**src/rtl/lift_car_driver.sv**
```systemverilog
// rtl/lift_car_driver.sv - car-side motion/door command responder
// Executes one UP/DOWN/OPEN command at a time and owns the one-hot car position.
module lift_car_driver #(
   parameter int FLOOR_TICKS     = 4,
   parameter int DOOR_MOVE_TICKS = 2,
   parameter int DOOR_TICKS      = 3
) (
   input  logic       CLK,
   input  logic       reset,
   input  logic       cmd_valid,
   input  logic [1:0] cmd,
   output logic       cmd_ready,
   input  logic       door_hold,
   output logic [3:0] pos,
   output logic       moving,
   output logic       door_open,
   output logic       door_busy,
   output logic       done,
   output logic       err
);

   localparam int MAX_T0 = (FLOOR_TICKS > DOOR_MOVE_TICKS) ? FLOOR_TICKS : DOOR_MOVE_TICKS;
   localparam int MAX_T  = (MAX_T0 > DOOR_TICKS) ? MAX_T0 : DOOR_TICKS;
   localparam int TW     = $clog2(MAX_T) + 1;

   localparam logic [TW-1:0] FLOOR_RLD = TW'(FLOOR_TICKS - 1);
   localparam logic [TW-1:0] DMOVE_RLD = TW'(DOOR_MOVE_TICKS - 1);
   localparam logic [TW-1:0] DWELL_RLD = TW'(DOOR_TICKS - 1);

   localparam logic [1:0] CMD_UP   = 2'b01;
   localparam logic [1:0] CMD_DOWN = 2'b10;
   localparam logic [1:0] CMD_OPEN = 2'b11;

   typedef enum logic [2:0] {
      S_IDLE,
      S_MOVE,
      S_OPENING,
      S_OPEN,
      S_CLOSING
   } state_t;

   state_t        state_q, state_d;
   logic [TW-1:0] tmr_q, tmr_d;
   logic [3:0]    pos_q, pos_d;
   logic          dir_up_q, dir_up_d;
   logic          done_q, done_d;
   logic          rej_q, rej_d;
   logic          err_q, err_d;

   always_ff @(posedge CLK or posedge reset) begin
      if (reset) begin
         state_q  <= S_IDLE;
         tmr_q    <= '0;
         pos_q    <= 4'b0001;
         dir_up_q <= 1'b0;
         done_q   <= 1'b0;
         rej_q    <= 1'b0;
         err_q    <= 1'b0;
      end else begin
         state_q  <= state_d;
         tmr_q    <= tmr_d;
         pos_q    <= pos_d;
         dir_up_q <= dir_up_d;
         done_q   <= done_d;
         rej_q    <= rej_d;
         err_q    <= err_d;
      end
   end

   // A rejected command is flagged on the accept edge and reported one edge later.
   always_comb begin
      state_d  = state_q;
      tmr_d    = tmr_q;
      pos_d    = pos_q;
      dir_up_d = dir_up_q;
      done_d   = 1'b0;
      rej_d    = 1'b0;
      err_d    = rej_q;
      case (state_q)
         S_IDLE: begin
            if (cmd_valid) begin
               case (cmd)
                  CMD_UP: begin
                     if (pos_q[3]) begin
                        rej_d = 1'b1;
                     end else begin
                        state_d  = S_MOVE;
                        dir_up_d = 1'b1;
                        tmr_d    = FLOOR_RLD;
                     end
                  end
                  CMD_DOWN: begin
                     if (pos_q[0]) begin
                        rej_d = 1'b1;
                     end else begin
                        state_d  = S_MOVE;
                        dir_up_d = 1'b0;
                        tmr_d    = FLOOR_RLD;
                     end
                  end
                  CMD_OPEN: begin
                     state_d = S_OPENING;
                     tmr_d   = DMOVE_RLD;
                  end
                  default: rej_d = 1'b1;
               endcase
            end
         end
         S_MOVE: begin
            if (tmr_q == '0) begin
               pos_d   = dir_up_q ? (pos_q << 1) : (pos_q >> 1);
               done_d  = 1'b1;
               state_d = S_IDLE;
            end else begin
               tmr_d = tmr_q - 1'b1;
            end
         end
         S_OPENING: begin
            if (tmr_q == '0) begin
               state_d = S_OPEN;
               tmr_d   = DWELL_RLD;
            end else begin
               tmr_d = tmr_q - 1'b1;
            end
         end
         S_OPEN: begin
            if (door_hold) begin
               tmr_d = DWELL_RLD;
            end else if (tmr_q == '0) begin
               state_d = S_CLOSING;
               tmr_d   = DMOVE_RLD;
            end else begin
               tmr_d = tmr_q - 1'b1;
            end
         end
         S_CLOSING: begin
            // An obstruction always wins, even on the edge the door would have shut.
            if (door_hold) begin
               state_d = S_OPENING;
               tmr_d   = DMOVE_RLD;
            end else if (tmr_q == '0) begin
               done_d  = 1'b1;
               state_d = S_IDLE;
            end else begin
               tmr_d = tmr_q - 1'b1;
            end
         end
         default: begin
            state_d = S_IDLE;
            tmr_d   = '0;
         end
      endcase
   end

   assign cmd_ready = (state_q == S_IDLE);
   assign moving    = (state_q == S_MOVE);
   assign door_open = (state_q == S_OPEN);
   assign door_busy = (state_q == S_OPENING) || (state_q == S_OPEN) || (state_q == S_CLOSING);
   assign pos       = pos_q;
   assign done      = done_q;
   assign err       = err_q;

endmodule
```
**config.mk**
```make
export PLATFORM = sky130hd
export DESIGN_NAME = lift_car_driver
export DESIGN_NICKNAME = d
export VERILOG_FILES = /design/src/rtl/lift_car_driver.sv
export SDC_FILE = /design/constraint.sdc
export NUM_CORES = 1
export LEC_CHECK = 0
export CORE_MARGIN = 2
export CORE_UTILIZATION = 30
export CTS_CLUSTER_SIZE = 20
export DETAILED_ROUTE_END_ITERATION = 6
export PLACE_DENSITY_LB_ADDON = 0.2
export SYNTH_ARGS = -nofsm -noshare
export SYNTH_HDL_FRONTEND = slang
export SYNTH_SLANG_ARGS = --single-unit
```
**constraint.sdc**
```tcl
create_clock -name CLK -period 1.7 [get_ports CLK]
set_input_delay 0.34 -clock CLK [delete_from_list [all_inputs] [get_ports CLK]]
set_output_delay 0.34 -clock CLK [all_outputs]
set_load 0.05 [all_outputs]
```
==> flow_summary.toml <==
[setup_path]
slowest_delay_ns = 0.42
required_ns = 1.36
critPathLaunchType = "register"
criticalPathCategory = "register to output port"
crit_buf_inv = 2
r2r_start = "state_q[1]"
crit_slowest_cell = "dfrtp_1"
endpoint_kind = "output port"
crit_family = "flip-flops"
path_cells = "or3b_4 > clkinvlp_4 > buf_12"
cp-startpoint = "state_q[1]"
arrival_ns = 1.38
cp_max_fo = 3

[drt]
wirelength_um = 2320
dr.first_iter.drc_count = 22
route.detailed.drc = 1
ant_nets = 0
wire_per_inst_um = 13.5
via_per_inst = 5.20
detail_route.first_pass.iterations = 7
vias = 889

[floorplan]
ios = 16
die_y_um = 58.9
rows = 19
start_util = 0.322
dieWidth_um = 58.9
dieArea_mm2 = 0.00347
core_area_mm2 = 0.00281

[global_route]
grt_pass1_vias = 791
antenna_found_initial = 0
groute.usage.overall = 0.144
grt_pass1_wl_um = 3710
grt.overflow.total = 0
grt_max_degree = 16

[placed_design]
io_buffers = 15
place_congestion = 0.863
placed_cell_area_mm2 = 0.00127
hpwl_um = 1630

[sta]
clock_skew_ns = 0.00751
slew_headroom = 0.639
timing.final.crit_share = 1.01
report.final.setup_viol = 1
rsz0062_at_grt = "true"
drv_slew = 0
max_freq_mhz = 583
hold_violations = 0
setup_tns_ns = -0.0156
worst_pin_slew_ns = 0.541
fin_ws_ns = -0.0156
fin_crit_ns = 1.72
holdWs_ns = 0.354

[yosys]
synth_top_area_cell = "dfrtp_1"
yosysWarnings = 0
syn-cell-area_um2 = 905
synthTopCellsByArea = "dfrtp_1 36%, ha_1 11%, o21ai_0 6.1%"
synth.area.mux_share = 0.0332
synth_adder_area_share = 0.111
synth_top_family_by_area = "simple AND/OR/NAND/NOR gates"
yosys.area.top_type_share = 0.360
synth_compound_area_frac = 0.202
synthSimpleGateAreaFrac = 0.216
synth_cells = 104
synthXorXnorAreaFrac = 0
ys_seq_area_frac = 0.389
syn_avg_cell_area_um2 = 8.70
async_flop_share = 1.00
synth-edff-count = 0
synthDistinctLibCells = 32
ys_ff_latch = 14
ys.flop_type = "dfrtp_1"
synth_fp_nets = 118

[power_and_ir_drop]
power_density_mw_per_mm2 = 1710
power.leakage_nw = 0.658
irDropWorstVdd_mv = 1.12

[cts]
cts_tree = "yes"
worstSkewPairLatency_ns = 0.29
numCtsBuffers = 3
clockBufferDepth = 2
ctsHoldBuffers = 0
cts.sinks = 14
cts.reportedPaths.clkPinSlew_ns = 0.09
cts_max_level = 1
root_buffer = "clkbuf_4"

[layout]
drive_above_1_share = 0.400
nFillCells = 256
final_common_cell = "buf_4"
final_cell_mix = "24 x buf_4, 13 x nand2_1, 13 x dfrtp_1, 8 x o21ai_0, 8 x a21oi_1"
postLayoutCellArea_mm2 = 0.00142
nets = 155
antenna_cells = 0
area_growth_pct = 56.4

[flow_run]
drv_cap = 0

[min_path]
hp-class = "register to register"
holdCritStartpoint = "err_d"

[run_status]
violations = "design-rule violations, negative setup slack"
outcome = "finished, violations left"
-- state kept, by name, summed over array words and instances (netlist names) --
name	count
pos	4
state_q	3
tmr_q	3
dir_up_q	1
done	1
err	1
err_d	1
-- cell families after synthesis --
| kind of cell | count (synthesis) |
|---|---|
| fa+ha+maj | 8 |
| simple gates | 38 |
| mux | 3 |
| buf+inv | 12 |
| flops | 14 |
| compound gates | 29 |
-- worst reg2reg max path: cells and delay by family, from the launching register on --
kind	cells	cell delay, ns
buf+inv	1	0.16
simple gates	1	0.42
flops	1	0.42
compound gates	3	0.60
-- cell type report --
class	instances	area, µm²	share of cell area
sequential	14	352	0.248
inverter	9	37.5	0.0265
clock buffer	4	36.3	0.0256
tap	31	38.8	0.0274
timing repair buffer	35	344	0.243
multi-input combinational	78	607	0.429
-- synth_stat cells, drive strengths merged, types with 2 or more instances --
master / instances
nor2: 8
nand3: 3
or4b: 2
inv: 9
o21ai: 12
ha: 8
nand2: 14
nor3: 3
a21oi: 8
clkbuf: 2
dfrtp: 13
mux2i: 3
and3: 2
nand2b: 2
-- timing repair --
item | 4_1_cts | 5_1_grt
setup buffers | 0 | 3
gates resized for setup | 5 | 17
endpoints found under the setup margin | 4 | 10
pin swaps | 1 | 7
-- routing by layer --
metal  track usage  vias up  routed length (µm)
met3        0.0264        6                  94
li1              -      440                   -
met1         0.204      412                1090
met2         0.206       31                1090
met4        0.0779        0                  48
met5             0        -                   0
-- final timing paths --
path                       slack, ns          to  depth (start not counted)
setup reg to reg                0.02    tmr_q[1]                          5
min in group asynchronous       0.38  state_q[0]                          2
hold reg to reg                 0.35         err                          0
setup / recovery               -0.02      moving                          3
hold / removal                  0.35         err                          0
max in group asynchronous       0.94      pos[0]                          2
-- per-stage QoR --
stage                     setup slack [ns]  cells  total power, W   util
after floorplan                    -0.0334    104         0.00133      -
after global placement              -0.288    164         0.00189  0.454
after detailed placement            -0.366    164         0.00190  0.454
after CTS                          -0.0227    168         0.00219  0.473
after global routing               -0.0390    171         0.00258  0.504
final                              -0.0156    171         0.00243  0.504
-- report_power, final --
part,switching [W],internal (W)
registers,0.0000803,0.000415
logic,0.000848,0.000837
clock network,0.000116,0.000131
total,0.00104,0.00138
Note: power is estimated with default switching activity, not from simulation.
